==> src/rtl/ima_pkg.sv <==
// rtl/ima_pkg.sv - shared dimensions, offset widths, limits and FSM types for the mask offset manager
package ima_pkg;

  // Default image and mask geometry in pixels
  localparam int DEF_IMG_ROWS  = 240;
  localparam int DEF_IMG_COLS  = 320;
  localparam int DEF_MASK_ROWS = 120;
  localparam int DEF_MASK_COLS = 160;

  // Largest legal offsets that keep the mask fully inside the image
  localparam int ROW_MAX = DEF_IMG_ROWS - DEF_MASK_ROWS;
  localparam int COL_MAX = DEF_IMG_COLS - DEF_MASK_COLS;

  // Port widths
  localparam int ROW_W  = 8;
  localparam int COL_W  = 9;
  localparam int STEP_W = 4;
  localparam int MISS_W = 8;

  // Movement mode encoding on the mode input
  localparam logic MODE_AUTO   = 1'b0;
  localparam logic MODE_MANUAL = 1'b1;

  typedef enum logic [1:0] {
    ST_IDLE    = 2'd0,
    ST_PENDING = 2'd1,
    ST_UPDATE  = 2'd2
  } state_t;

  typedef enum logic {
    DIR_PLUS  = 1'b0,
    DIR_MINUS = 1'b1
  } dir_t;

  // Increment that sticks at all-ones instead of wrapping
  function automatic logic [MISS_W-1:0] sat_inc(input logic [MISS_W-1:0] v);
    return (v == '1) ? v : v + 1'b1;
  endfunction

endpackage

==> src/rtl/offset_axis.sv <==
// rtl/offset_axis.sv - one offset axis: step, clamp, auto bounce and direction register
//
// Ports:
//   clk, rst  : clock and synchronous active-high reset (offset 0, direction plus)
//   load      : commit the computed next offset/direction at this clock edge
//   mode      : 0 = auto bounce, 1 = manual buttons (only matters while load is high)
//   step      : pixels moved per update, 0 = hold
//   inc, dec  : manual buttons towards larger / smaller offset
//   offset    : registered offset, always within 0..MAX
module offset_axis
  import ima_pkg::*;
#(
  parameter int W   = ROW_W,
  parameter int MAX = ROW_MAX
) (
  input  logic              clk,
  input  logic              rst,
  input  logic              load,
  input  logic              mode,
  input  logic [STEP_W-1:0] step,
  input  logic              inc,
  input  logic              dec,
  output logic [W-1:0]      offset
);

  // Two extra bits: one for the carry past MAX, one for the sign on underflow,
  // so both limits are seen before the value is clamped back into range.
  localparam int AW = W + 2;
  localparam logic signed [AW-1:0] MAX_S  = AW'(MAX);
  localparam logic signed [AW-1:0] ZERO_S = '0;

  dir_t                 dir;
  dir_t                 dir_next;
  logic [W-1:0]         offset_next;
  logic signed [AW-1:0] cur_s;
  logic signed [AW-1:0] step_s;
  logic signed [AW-1:0] sum_s;
  logic signed [AW-1:0] diff_s;
  logic signed [AW-1:0] target_s;

  assign cur_s  = signed'({2'b00, offset});
  assign step_s = signed'(AW'(step));
  assign sum_s  = cur_s + step_s;
  assign diff_s = cur_s - step_s;

  always_comb begin
    offset_next = offset;
    dir_next    = dir;
    target_s    = cur_s;
    if (mode == MODE_AUTO) begin
      // A zero step must not flip the direction when sitting on a limit.
      if (step != '0) begin
        target_s = (dir == DIR_MINUS) ? diff_s : sum_s;
        if (target_s >= MAX_S) begin
          offset_next = W'(MAX);
          dir_next    = DIR_MINUS;
        end else if (target_s <= ZERO_S) begin
          offset_next = '0;
          dir_next    = DIR_PLUS;
        end else begin
          offset_next = target_s[W-1:0];
        end
      end
    end else begin
      // Both buttons of a pair held cancel out; direction is left alone
      // so auto mode resumes the way it was heading.
      if (inc && !dec) begin
        target_s = sum_s;
      end else if (dec && !inc) begin
        target_s = diff_s;
      end
      if (target_s >= MAX_S) begin
        offset_next = W'(MAX);
      end else if (target_s < ZERO_S) begin
        offset_next = '0;
      end else begin
        offset_next = target_s[W-1:0];
      end
    end
  end

  always_ff @(posedge clk) begin
    if (rst) begin
      offset <= '0;
      dir    <= DIR_PLUS;
    end else if (load) begin
      offset <= offset_next;
      dir    <= dir_next;
    end
  end

endmodule

==> src/rtl/mask_offset_manager.sv <==
// rtl/mask_offset_manager.sv - frame-synchronous row/col offset manager for the masking unit
//
// Ports:
//   clk, rst          : clock and synchronous active-high reset
//   frame_start       : one-cycle pulse marking a new display frame
//   xfer_busy         : transfer/masking pipeline mid-frame, offsets must hold
//   enable            : 0 = freeze offsets and ignore frame_start
//   mode              : 0 = auto bounce, 1 = manual buttons
//   btn_up/down       : manual row decrement / increment
//   btn_left/right    : manual col decrement / increment
//   step              : pixels per update, 0 = hold
//   mask_row_offset   : registered row offset, 0..IMG_ROWS-MASK_ROWS
//   mask_col_offset   : registered col offset, 0..IMG_COLS-MASK_COLS
//   offset_valid      : one-cycle pulse the cycle after each update
//   missed_frames     : saturating count of frame_start pulses that were coalesced
module mask_offset_manager
  import ima_pkg::*;
#(
  parameter int IMG_ROWS  = DEF_IMG_ROWS,
  parameter int IMG_COLS  = DEF_IMG_COLS,
  parameter int MASK_ROWS = DEF_MASK_ROWS,
  parameter int MASK_COLS = DEF_MASK_COLS
) (
  input  logic              clk,
  input  logic              rst,
  input  logic              frame_start,
  input  logic              xfer_busy,
  input  logic              enable,
  input  logic              mode,
  input  logic              btn_up,
  input  logic              btn_down,
  input  logic              btn_left,
  input  logic              btn_right,
  input  logic [STEP_W-1:0] step,
  output logic [ROW_W-1:0]  mask_row_offset,
  output logic [COL_W-1:0]  mask_col_offset,
  output logic              offset_valid,
  output logic [MISS_W-1:0] missed_frames
);

  localparam int ROW_LIM = IMG_ROWS - MASK_ROWS;
  localparam int COL_LIM = IMG_COLS - MASK_COLS;

  state_t state;
  logic   axis_load;

  // Offsets commit on the edge that leaves UPDATE; step and mode are
  // therefore only looked at during that single cycle.
  assign axis_load = (state == ST_UPDATE);

  always_ff @(posedge clk) begin
    if (rst) begin
      state         <= ST_IDLE;
      offset_valid  <= 1'b0;
      missed_frames <= '0;
    end else begin
      offset_valid <= 1'b0;

      // A frame arriving while one is already queued or being applied is
      // folded into that update rather than scheduling another.
      if (frame_start && (state != ST_IDLE)) begin
        missed_frames <= sat_inc(missed_frames);
      end

      case (state)
        ST_IDLE: begin
          if (frame_start && enable) begin
            state <= xfer_busy ? ST_PENDING : ST_UPDATE;
          end
        end
        ST_PENDING: begin
          if (!enable) begin
            state <= ST_IDLE;
          end else if (!xfer_busy) begin
            state <= ST_UPDATE;
          end
        end
        ST_UPDATE: begin
          state        <= ST_IDLE;
          offset_valid <= 1'b1;
        end
        default: begin
          state <= ST_IDLE;
        end
      endcase
    end
  end

  offset_axis #(
    .W   (ROW_W),
    .MAX (ROW_LIM)
  ) u_row_axis (
    .clk    (clk),
    .rst    (rst),
    .load   (axis_load),
    .mode   (mode),
    .step   (step),
    .inc    (btn_down),
    .dec    (btn_up),
    .offset (mask_row_offset)
  );

  offset_axis #(
    .W   (COL_W),
    .MAX (COL_LIM)
  ) u_col_axis (
    .clk    (clk),
    .rst    (rst),
    .load   (axis_load),
    .mode   (mode),
    .step   (step),
    .inc    (btn_right),
    .dec    (btn_left),
    .offset (mask_col_offset)
  );

endmodule

==> config.mk <==
export PLATFORM = sky130hd
export DESIGN_NAME = mask_offset_manager
export DESIGN_NICKNAME = d
export VERILOG_FILES = /design/src/rtl/ima_pkg.sv /design/src/rtl/offset_axis.sv /design/src/rtl/mask_offset_manager.sv
export SDC_FILE = /design/constraint.sdc
export NUM_CORES = 1
export LEC_CHECK = 0
export ABC_CLOCK_PERIOD_IN_PS = 4200
export CAP_MARGIN = 10
export CORE_ASPECT_RATIO = 1.75
export CORE_MARGIN = 2
export CORE_UTILIZATION = 35
export CTS_BUF_LIST = sky130_fd_sc_hd__clkbuf_8 sky130_fd_sc_hd__clkbuf_16
export DETAILED_ROUTE_END_ITERATION = 7
export MAX_ROUTING_LAYER = met4
export SLEW_MARGIN = 20
export SYNTH_ARGS = -nofsm -noshare
export SYNTH_HDL_FRONTEND = slang
export SYNTH_SLANG_ARGS = --single-unit
==> constraint.sdc <==
create_clock -name clk -period 4.2 [get_ports clk]
set_clock_uncertainty 0.05 [all_clocks]
set_input_delay 0.84 -clock clk [delete_from_list [all_inputs] [get_ports clk]]
set_output_delay 0.84 -clock clk [all_outputs]
set_load 0.01 [all_outputs]
After elaboration in Yosys (flattened, before gate mapping)
Index checks and enable logic that the tools add are counted.
- bits in registers: 30
- bits of input ports: 14
- output and inout bits: 26
- word-level logic and storage cells: 78
- add/sub/neg operators: 5
- magnitude comparators: 8
- eq/ne operators: 5
- multiplexer cells: 30
- bitwise logic cells: 2
- reduce and logical (&&, ||, !) cells: 21
- operators by type and width (kind ; number):
    $mux W9 ; 6
    $mux W8 ; 6
    $mux W11 ; 4
    $mux W10 ; 4
    $ge A11 B9 Y1 const B ; 2
    $ge A10 B8 Y1 const B ; 2
    $le A11 B1 Y1 const B ; 1
    $lt A11 B1 Y1 const B ; 1
    $add A9 B4 Y10 ; 1
    $le A10 B1 Y1 const B ; 1
    $lt A10 B1 Y1 const B ; 1
    $sub A9 B4 Y10 ; 1
    $add A8 B4 Y9 ; 1
    $sub A8 B4 Y9 ; 1
    $add A8 B1 Y8 const B ; 1
    $eq A8 B8 Y1 const B ; 1
    $mux W2 ; 4
    $reduce_and A4 Y1 ; 2
    $reduce_bool A2 Y1 ; 4
    $logic_and A1 B1 Y1 ; 6
    $reduce_and A2 Y1 ; 3
    $mux W1 ; 5
    $logic_not A1 Y1 ; 4
    $pmux W2 S2 ; 1
    7 further kinds ; 8

Longest topological paths before layout
- word-level depth: 9
- depth in mapped cells: 12
- depth with buffers taken out: 12

Cells and area by module
From an unflattened synthesis, not the netlist that was laid out.
- cells, all modules: 456
- area, all modules: 3552.2 sq um
- by module, submodules not included (module ; instances ; cells each ; area each (sq um) ; sequential area each (sq um)):
    offset_axis at u_col_axis ; 1 ; 203 ; 1552.7 ; 200.2
    offset_axis at u_row_axis ; 1 ; 196 ; 1451.4 ; 180.2
    mask_offset_manager ; 1 ; 57 ; 548.0 ; 220.2

Least setup slack after synthesis
No wires, ideal clock.
- path kind: input to register
- start point: input step[0]
- end point: register u_row_axis.offset[0]
- library setup time: 0.086 ns
- arrival: 3.299 ns
- required time: 4.064 ns
- path slack: 0.765 ns
- stages: 10
- path buffers: 0
- cell sequence: ha_1 fa_1 or3b_1 nand3_2 a211o_1 mux4_2 a41oi_2 o31ai_1 or3_1 a221oi_2
- word-level cells in the longest chain between the ends: 8
- elaborated cells on any way between the ends: 19
- those cells by class: add/sub (2); order compare (4); mux (10); reduce/logical (3)
- ends and longest elaborated chain (item ; line ; text):
    from (decl) ; mask_offset_manager.sv:34 ; input logic [STEP_W-1:0] step,
    $sub A8 B4 Y9 ; offset_axis.sv:44 ; assign diff_s = cur_s - step_s;
    $mux W10 ; offset_axis.sv:69 ; end else if (dec && !inc) begin
    $mux W10 ; offset_axis.sv:67 ; if (inc && !dec) begin
    $mux W10 ; offset_axis.sv:50 ; if (mode == MODE_AUTO) begin
    $lt A10 B1 Y1 ; offset_axis.sv:74 ; end else if (target_s < ZERO_S) begin
    $mux W8 ; offset_axis.sv:74 ;
    $mux W8 ; offset_axis.sv:72 ; if (target_s >= MAX_S) begin
    $mux W8 ; offset_axis.sv:50 ;
    to (signal assigned) ; offset_axis.sv:87 ; offset <= offset_next;
    to (decl) ; offset_axis.sv:23 ; output logic [W-1:0] offset
Parallel ways exist; a longest one is shown, timed or not. The select of a mux whose other input is x is not followed.
A chain may end at the register's enable or synchronous reset.

Worst setup path in the final report
Same ends and word-level chain as after synthesis.

==> metrics.txt <==
Hold Violations, Final=0; largest net degree at the start of global routing=26; share of cells above drive strength 1=12.05%; I/O pin cnt=40; syn nets=429; Max H-tree Level=2; YS warnings=0; cell area power density=266.0 nW/um2; Inserted Clock Buffers=5; HPWL Detailed=7747 um; CP Launch Type=input pin; Min Clock Period, post-route=3.881 ns; Detailed Route WL=9696 um; Final nets=482; post-synth top area share=19.35%; # rows=45; RSZ-0062 raised after global routing=no; Syn Inst Count=around 390; Worst EP required=4.34 ns; via count=approximately 3.3k; worst min path class=reg2reg; worst-margin pin slew=0.8663 ns; DR iter-0 viols=about 150; # hold bufs at CTS=0; CTS sink count=30; first-pass GRT wire length=15990 um; Crit path max-delay family=compound AO/OA/AOI/OAI gates; post-synthesis register bit count=30; die width=about 75 um; Worst-path clk slew=about 0.05 ns; top post-synthesis cells by area=dfxtp_1, ha_1, nor2_1, o21ai_0, nand2_1; Bufs and invs on worst path=1; antenna cells=0; Syn Std Cell Area=3104 um2; placed cell count=557; DIE AREA=9668 um2; global route overflow=0; Core Region=between 8000 and 9000 um2; Reg2Reg Setup Slack=1.00 ns; CP Class=in2reg; Synth cell types=81; Synth area leader=dfxtp_1; CP Max Fanout=4; Fin Setup TNS=0 ns; Critical Path Max Stage Delay=0.51 ns; Crit path arrival time=4.02 ns; Buffers on Ports=39; Placed Area=3734 um2; worst vdd ir=roughly 0.19 mV; number of max-cap violations=0; Slew Limit Fails=0; Synth async-reset ratio=0%; worst setup margin=0.3194 ns; initial antenna violation count=0; clock latency on the worst-skew pair=0.27 ns; Residual DRC=0; fmax=approximately 260 MHz; initial core utilization=35.80%; WL per Instance=17.16 um; syn avg cell area=around 7.9 um2; height of the die=128.6 um; clk buf depth=2; Setup-failing EPs final=0; crit-path cells=clkdlybuf4s50_1 > ha_1 > fa_1 > or3b_1 > nand3_2 > a211o_1 > mux4_2 > a41oi_2 > o31ai_1 > or3_1 > a221oi_2; GPL Wtd Cong=roughly 1; Crit. End Element=flip-flop; GRT Total Usage=21.67%; post-route cell area=3933 um2; Final Non-Filler Cells=~570; overall power=1046 uW; worst slack at placement=0.02189 ns; post-route antenna net violation count=0; sequential area share after synthesis=between 10% and 20%; CTS resizes=0; vias in the first global route=3311; TritonRoute pass-1 iters=4; crit path max-delay cell type=mux4_2; number of flops mapped to enable cells by yosys=0; Slew Limit Headroom=between 40% and 50%; Via density=5.873; Post-CTS Setup Bufs=0; CTS root buf=clkbuf_16; Layout area overhead=26.68%; final clock period utilization by the worst path=just over 90%; CTS tree=done; status=finished clean; Static Leak=approximately 0.0015 uW; Most used DFF post-synth=dfxtp_1
[path summary, 6_finish.rpt]
kind	start	end	cells after the start
max	step[0]	u_row_axis.offset[0]	11
min	missed_frames[1]	missed_frames[1]	2
max reg2reg	u_col_axis.offset[1]	u_col_axis.offset[0]	9
min reg2reg	missed_frames[1]	missed_frames[1]	2
[report_power, final]
group,switching [uW],total (uW),internal [uW]
logic,138,252,113
clock network,129,484,356
registers,17.1,310,293
total,284,1050,762
[sequential cells by signal (all words and copies together), names as in the netlist]
| signal | cells |
|---|---|
| u_col_axis.offset | 9 |
| missed_frames | 8 |
| u_row_axis.offset | 8 |
| state | 2 |
| offset_valid | 1 |
| u_col_axis.dir | 1 |
| u_row_axis.dir | 1 |
[cell families (layout without fill, tap and decap cells)]
family | count (synthesis) | in the layout | synth area share [%]
buffers and inverters | 37 | 91 | 5.240
AND/OR/NAND/NOR | 152 | 152 | 26.52
XOR/XNOR | 18 | 18 | 5.321
AO/OA/AOI/OAI | 130 | 130 | 31.80
adder cells (fa/ha/maj) | 21 | 21 | 9.432
multiplexers | 6 | 6 | 2.338
flip-flops | 30 | 30 | 19.35
[cell type report]
cell class                 count  area, um2
fill                         908       4738
multi-input combinational    327       2341
sequential                    30      600.6
timing repair buffer          63      570.5
tap                          117      146.4
clock buffer                   6      138.9
inverter                      20      75.07
clock inverter                 2      60.06
[metal layers]
metal | vias to the layer above | GRT usage [%] | share of wire [%]
li1 | 1606 | - | -
met1 | 1592 | 22.94 | 38
met2 | 86 | 38.44 | 54
met3 | 34 | 1.879 | 2.4
met4 | 0 | 11.46 | 5.6
met5 | - | - | 0
[cell usage after synthesis (5+ instances only)]
cell and n:
a211o_1 8, a211oi_1 5, a21oi_1 17, a221oi_1 5, a22oi_1 5, a31oi_1 6, and2_1 6, buf_2 6
clkbuf_1 8, dfxtp_1 30, ha_1 17, inv_1 18, mux2i_1 5, nand2_1 26, nand2b_1 10, nand3_1 10
nand4_1 6, nor2_1 39, nor2b_1 9, nor3_1 7, nor4_1 6, o21ai_0 20, o22ai_1 7, or3_1 6
xnor2_1 8, xor2_1 9
[per-stage QoR]
stage | hold slack [ns] | utilization [%]
after floorplan | 0.4486 | -
after global placement | 0.4678 | 43.06
after detailed placement | 0.4898 | 43.06
after CTS | 0.4999 | 45.35
after global routing | 0.5220 | 45.35
final | 0.4921 | 45.35
[worst min-delay path, stage by stage, from the launching register on]
cell and delay [ns]:
dfxtp_1 0.33, mux2i_1 0.12, nor2_1 0.05
[placed cells by master (no fill, tap or decap), drive strengths merged, types with 8 or more instances in the layout]
cell type	Yosys	final
o21ai	24	24
nor2b	9	9
nor2	40	40
nand2b	10	10
inv	20	20
nor3	8	8
ha	17	17
buf	8	24
a21oi	17	17
clkdlybuf4s50	0	39
dfxtp	30	30
xor2	9	9
nand3	12	12
a211o	8	8
xnor2	9	9
nand2	26	26
No activity file was read; power rests on OpenSTA's default activity.
